==> config.mk <==
export PLATFORM = sky130hd
export DESIGN_NAME = fetch_sequencer
export DESIGN_NICKNAME = d
export VERILOG_FILES = /design/src/rtl/fetch_sequencer.sv
export SDC_FILE = /design/constraint.sdc
export NUM_CORES = 1
export LEC_CHECK = 0
export CORE_ASPECT_RATIO = 1.25
export CORE_MARGIN = 2
export CORE_UTILIZATION = 49
export CTS_BUF_LIST = sky130_fd_sc_hd__clkbuf_4
export CTS_CLUSTER_SIZE = 25
export DETAILED_ROUTE_END_ITERATION = 8
export GPL_ROUTABILITY_DRIVEN = 0
export HOLD_SLACK_MARGIN = 0.05
export PLACE_DENSITY = 0.82
export SYNTH_ARGS = -nofsm -noshare
export SYNTH_HDL_FRONTEND = slang
export SYNTH_SLANG_ARGS = --single-unit
==> constraint.sdc <==
create_clock -name clk -period 2.4 [get_ports clk]
set_clock_uncertainty 0.2 [all_clocks]
set_input_delay 0.6 -clock clk [delete_from_list [all_inputs] [get_ports clk]]
set_output_delay 0.6 -clock clk [all_outputs]
set_load 0.01 [all_outputs]
==> src/rtl/fetch_sequencer.sv <==
`default_nettype none
// ============================================================================
//  Module   : fetch_sequencer
//  Brief    : Fetch/decode/indirect control sequencer issuing isolated
//             one-cycle registered strobes, with exec start/done handshake.
//  Revision : 1.0  initial release
// ============================================================================
module fetch_sequencer #(
    parameter int EXEC_TIMEOUT = 64,
    parameter int RET_W        = 16
) (
    input  logic             clk,
    input  logic             rst_n,
    input  logic             run,
    input  logic [15:0]      ir_in,
    input  logic             i_in,
    input  logic             exec_done,
    output logic             bus_x2,
    output logic             bus_x5,
    output logic             bus_x7,
    output logic             mem_read,
    output logic             pc_incr,
    output logic             ld_ar,
    output logic             ld_ir,
    output logic             ld_i,
    output logic             exec_start,
    output logic [2:0]       opcode,
    output logic             indirect,
    output logic             exec_fault,
    output logic             busy,
    output logic [RET_W-1:0] retired
);

    typedef enum logic [3:0] {
        ST_IDLE = 4'd0,
        ST_F0   = 4'd1,
        ST_F1   = 4'd2,
        ST_F2   = 4'd3,
        ST_F3   = 4'd4,
        ST_F4   = 4'd5,
        ST_D0   = 4'd6,
        ST_D1   = 4'd7,
        ST_I0   = 4'd8,
        ST_I1   = 4'd9,
        ST_I2   = 4'd10,
        ST_EX   = 4'd11
    } state_t;

    localparam int            c_TW      = (EXEC_TIMEOUT > 1) ? $clog2(EXEC_TIMEOUT) : 1;
    localparam logic          c_TO_EN   = (EXEC_TIMEOUT > 0);
    localparam logic [c_TW-1:0] c_TO_LAST = (EXEC_TIMEOUT > 0) ? c_TW'(EXEC_TIMEOUT - 1) : '0;

    state_t           r_state;
    state_t           w_next;
    logic             w_done_ok;
    logic             w_timeout;
    logic [c_TW-1:0]  r_ex_cnt;

    logic w_bus_x2, w_bus_x5, w_bus_x7, w_mem_read, w_pc_incr;
    logic w_ld_ar, w_ld_ir, w_ld_i, w_exec_start;

    logic r_bus_x2, r_bus_x5, r_bus_x7, r_mem_read, r_pc_incr;
    logic r_ld_ar, r_ld_ir, r_ld_i, r_exec_start;
    logic [2:0]       r_opcode;
    logic             r_indirect;
    logic             r_exec_fault;
    logic             r_busy;
    logic [RET_W-1:0] r_retired;

    // Only the opcode field takes part in decode.
    logic w_unused_ir;
    assign w_unused_ir = ^{ir_in[15], ir_in[11:0]};

    // Next-state logic. r_exec_start marks the EX entry cycle, where
    // exec_done is not yet accepted.
    always_comb begin
        w_next    = r_state;
        w_done_ok = 1'b0;
        w_timeout = 1'b0;
        case (r_state)
            ST_IDLE: if (run && !r_exec_fault) w_next = ST_F0;
            ST_F0:   w_next = ST_F1;
            ST_F1:   w_next = ST_F2;
            ST_F2:   w_next = ST_F3;
            ST_F3:   w_next = ST_F4;
            ST_F4:   w_next = ST_D0;
            ST_D0:   w_next = ST_D1;
            ST_D1:   w_next = r_indirect ? ST_I0 : ST_EX;
            ST_I0:   w_next = ST_I1;
            ST_I1:   w_next = ST_I2;
            ST_I2:   w_next = ST_EX;
            ST_EX: begin
                if (exec_done && !r_exec_start) begin
                    w_done_ok = 1'b1;
                    w_next    = run ? ST_F0 : ST_IDLE;
                end else if (c_TO_EN && (r_ex_cnt == c_TO_LAST)) begin
                    w_timeout = 1'b1;
                    w_next    = ST_IDLE;
                end
            end
            default: w_next = ST_IDLE;
        endcase
    end

    // Strobes are decoded from the state being entered so that the
    // registered copies line up with the state they belong to.
    always_comb begin
        w_bus_x2     = 1'b0;
        w_bus_x5     = 1'b0;
        w_bus_x7     = 1'b0;
        w_mem_read   = 1'b0;
        w_pc_incr    = 1'b0;
        w_ld_ar      = 1'b0;
        w_ld_ir      = 1'b0;
        w_ld_i       = 1'b0;
        w_exec_start = 1'b0;
        case (w_next)
            ST_F0:               w_bus_x2 = 1'b1;
            ST_F1, ST_D1, ST_I2: w_ld_ar  = 1'b1;
            ST_F2: begin
                w_mem_read = 1'b1;
                w_pc_incr  = 1'b1;
            end
            ST_F3, ST_I1:        w_bus_x7 = 1'b1;
            ST_F4: begin
                w_ld_ir = 1'b1;
                w_ld_i  = 1'b1;
            end
            ST_D0:               w_bus_x5   = 1'b1;
            ST_I0:               w_mem_read = 1'b1;
            ST_EX:               w_exec_start = (r_state != ST_EX);
            default: ;
        endcase
    end

    always_ff @(posedge clk or negedge rst_n) begin
        if (!rst_n) begin
            r_state      <= ST_IDLE;
            r_ex_cnt     <= '0;
            r_bus_x2     <= 1'b0;
            r_bus_x5     <= 1'b0;
            r_bus_x7     <= 1'b0;
            r_mem_read   <= 1'b0;
            r_pc_incr    <= 1'b0;
            r_ld_ar      <= 1'b0;
            r_ld_ir      <= 1'b0;
            r_ld_i       <= 1'b0;
            r_exec_start <= 1'b0;
            r_opcode     <= 3'b000;
            r_indirect   <= 1'b0;
            r_exec_fault <= 1'b0;
            r_busy       <= 1'b0;
            r_retired    <= '0;
        end else begin
            r_state      <= w_next;
            r_bus_x2     <= w_bus_x2;
            r_bus_x5     <= w_bus_x5;
            r_bus_x7     <= w_bus_x7;
            r_mem_read   <= w_mem_read;
            r_pc_incr    <= w_pc_incr;
            r_ld_ar      <= w_ld_ar;
            r_ld_ir      <= w_ld_ir;
            r_ld_i       <= w_ld_i;
            r_exec_start <= w_exec_start;
            r_busy       <= (w_next != ST_IDLE);

            if (r_state == ST_D0) begin
                r_opcode   <= ir_in[14:12];
                r_indirect <= i_in && (ir_in[14:12] != 3'b111);
            end

            if (w_done_ok) begin
                r_retired <= r_retired + RET_W'(1);
            end
            if (w_timeout) begin
                r_exec_fault <= 1'b1;
            end

            // Counts cycles spent in EX; zero on the entry cycle.
            if (r_state != ST_EX) begin
                r_ex_cnt <= '0;
            end else if (r_ex_cnt != c_TO_LAST) begin
                r_ex_cnt <= r_ex_cnt + c_TW'(1);
            end
        end
    end

    assign bus_x2     = r_bus_x2;
    assign bus_x5     = r_bus_x5;
    assign bus_x7     = r_bus_x7;
    assign mem_read   = r_mem_read;
    assign pc_incr    = r_pc_incr;
    assign ld_ar      = r_ld_ar;
    assign ld_ir      = r_ld_ir;
    assign ld_i       = r_ld_i;
    assign exec_start = r_exec_start;
    assign opcode     = r_opcode;
    assign indirect   = r_indirect;
    assign exec_fault = r_exec_fault;
    assign busy       = r_busy;
    assign retired    = r_retired;

endmodule
`default_nettype wire

==> impl_metrics.yaml <==
outcome:
  status: "complete, no violations"
floorplan:
  die_area_sq_um: 4370
  fp.dieW_um: 59.5
  coreArea_sq_um: 3750
  die_h_um: 73.4
  rows: 25
  initial_core_util_pct: 50.3
  ioPinCount: 52
logic_synthesis:
  synth_cells: 173
  ys_types: 38
  synthAdderAreaFrac_pct: 1.32
  synth_area_sq_um: 1890
  yosys.area_share.simple_pct: 20.7
  synth.mux.area_fraction_pct: 3.44
  synth_top_area_cell: "dfrtp_1"
  synth_compound_area_share_pct: 9.67
  synth_area_leaders: "dfrtp_1 53%, xnor2_1 6.5%, nand3_1 2.9%, xor2_1 2.8%, nand2_1 2.6%"
  synth_warnings: 0
  seq_area_frac_synth_pct: 53.0
  synth-seq-cells: 40
  postSynthNetCount: 196
  synth_xor_area_share_pct: 9.27
  synth_top_family_by_area: "simple AND/OR/NAND/NOR gates"
  synth_top_area_share_pct: 53.0
  synth.avg_cell_area_sq_um: 10.9
pwr:
  internal_power_uw: 1460
  clkPwrFrac_pct: 13.5
  powerDensity_nw_per_um2: 953
  power_frac_seq_pct: 41.7
  p_leak_uw: 0.00107
  max-vdd-ir-drop_mv: 0.616
  pwr-share-comb_pct: 44.8
  switchingPower_uw: 865
  p_sw_share_pct: 37.2
hold_path:
  hp-class: "reg2reg"
  hold_depth: 1
  hp-start: "retired[15]"
critical_path:
  worst_ep_required_time_ps: 1600
  worstSetupPathDepth: 1
  path_buf_inv: 1
  crit_type: "reg2out"
  crit_start: "retired[2]"
  critical_path.max_fanout: 6
  crit_path_start_kind: "flop"
  path_cells: "clkdlybuf4s50_1"
  critPathArrivalTime_ps: 1380
  worstSetupEndpointType: "output pin"
  critPathTopFamily: "buffers and inverters"
  cp_slowest_cell: "clkdlybuf4s50_1"
  timing.rr.start: "r_state[0]"
  cp_slowest_stage_delay_ps: 580
  r2r_cells: 4
global_routing:
  grt_usage_pct: 17.8
  grt_pass1_wl_mm: 5.89
  antenna_found_initial: 0
  grt_max_degree: 23
  grt_pass1_vias: 1329
  grt.overflow.total: 0
clocking:
  cts_setup_buffers: 0
  htreeDepth: 2
  clk_pin_slew_ps: 110
  clk_path_buf_depth: 2
  cts.sinks: 40
  cts_tree: "done"
  numCtsBuffers: 5
  cts-root-buf: "clkbuf_4"
  clk_latency_ps: 340
drt:
  met1_length_mm: 1.57
  drcViolationCount: 0
  routed_wl_mm: 3.55
  vias: 1467
  wl_met3_um: 104
  first_pass_iters: 4
  wl_met2_mm: 1.82
  via_per_inst: 5.54
  detail_route.wl_per_cell_um: 13.4
  dr.max_layer_used: "met4"
  drtIter0Drc: 52
  ant_nets: 0
layout:
  multi_input_area_sq_um: 838
  num_antenna_cells: 0
  fillers: 307
  drive_gt1_share_pct: 12.4
  area.growth.synth_to_final_pct: 28.9
  seq_area_sq_um: 1000
  finalInstanceArea_sq_um: 2440
  nNetsFinal: 247
timing:
  hold_viol_final: 0
  timing.fmax_mhz: 458
  worst_slew_pin_slew_ps: 510
  worst_slack_ps: 219
  period_needed_ps: 2180
  finalSetupViolCount: 0
  maxSlewViolCount: 0
  slew_headroom_pct: 65.7
  fin_crit_sh_pct: 90.9
  rsz0062_at_grt: "no"
place:
  numPortBuffers: 38
  pre_cts_slack_ps: -50.2
  dpl_cell_area_sq_um: 2370
  dp_hpwl_mm: 2.65
flow_run:
  maxCapViolCount: 0
-- logic make-up (layout without fill, tap and decap cells) --
group | Yosys count | after routing
adder cells (fa/ha/maj) | 2 | 2
flip-flops | 40 | 40
buffers and inverters | 11 | 63
AO/OA/AOI/OAI | 28 | 28
XOR/XNOR | 20 | 20
multiplexers | 6 | 6
AND/OR/NAND/NOR | 66 | 66
-- layer usage --
metal / vias up / global-route usage, %
met5: - / 0
met4: 0 / 5.19
met3: 5 / 4.23
met2: 35 / 29.5
met1: 700 / 22.9
li1: 727 / -
-- final cells by class --
class / count / area share [%]
clock inverters: 3 / 0.565
inverters: 6 / 0.924
repair buffers: 49 / 19.4
clock buffers: 5 / 1.54
multi-input cells: 122 / 34.4
well taps: 40 / 2.05
flip-flops and latches: 40 / 41.1
-- flip-flops by register name (all words and copies together) (netlist names), 3 cells and up --
| signal | flops |
|---|---|
| r_state | 4 |
| r_ex_cnt | 6 |
| retired | 16 |
| opcode | 3 |
-- through the flow --
stage | hold WS, ps | TNS [ps] | power (uW) | cells | util (%)
floorplan | 104 | 0 | 1590 | 173 | -
global placement | 260 | -56.5 | 2000 | 256 | 63.3
detailed placement | 266 | -124 | 2020 | 256 | 63.3
CTS | 282 | 0 | 2340 | 265 | 64.9
global route | 301 | 0 | 2490 | 265 | 64.9
finish | 272 | 0 | 2320 | 265 | 64.9
-- cells in the final DEF, fill, tap and decap left out, drive strengths merged, types with 3 or more instances in the layout --
master,n
xnor2,14
nand2b,5
a31oi,3
inv,6
a211oi,3
clkdlybuf4s50,37
clkbuf,5
nand3,11
a21oi,8
nor3,3
buf,11
nand2,13
xor2,6
nand4,4
mux2,4
clkinv,3
and4,3
and3,3
o21ai,5
dfrtp,40
nor4,6
nor2,11
-- Yosys cell counts, drive strengths merged --
cell / count
dfrtp: 40
xnor2: 14
nand2: 13
nand3: 11
nor2: 11
a21oi: 8
inv: 6
nor4: 6
xor2: 6
nand2b: 5
o21ai: 5
mux2: 4
nand4: 4
a211oi: 3
a31oi: 3
and3: 3
and4: 3
buf: 3
nor3: 3
clkbuf: 2
ha: 2
mux2i: 2
nand4b: 2
nor3b: 2
o211a: 2
a21o: 1
and2: 1
o211ai: 1
o21bai: 1
o221ai: 1
o22ai: 1
o32a: 1
o32ai: 1
or2: 1
or3: 1
-- power by group through the flow --
| stage | combinational, uW | clock [uW] | sequential (uW) |
|---|---|---|---|
| after floorplan | 591 | 0 | 1000 |
| after global placement | 1020 | 0 | 977 |
| after detailed placement | 1040 | 0 | 982 |
| after CTS | 1040 | 325 | 968 |
| after global routing | 1140 | 352 | 992 |
| final | 1040 | 312 | 968 |
-- what timing repair did --
item	4_1_cts	5_1_grt
resized for setup	0	0
hold buffers	1	0
hold endpoints to repair	18	0
-- final timing paths --
| path | end | slack, ps |
|---|---|---|
| worst max-delay path | retired[2] | 220 |
| worst min-delay path | retired[15] | 270 |
| worst max register to register | retired[13] | 340 |
| worst min register to register | retired[15] | 270 |
| max in group asynchronous | retired[7] | 1010 |
| min in group asynchronous | ld_ar | 530 |
(Power assumes the default switching activity.)
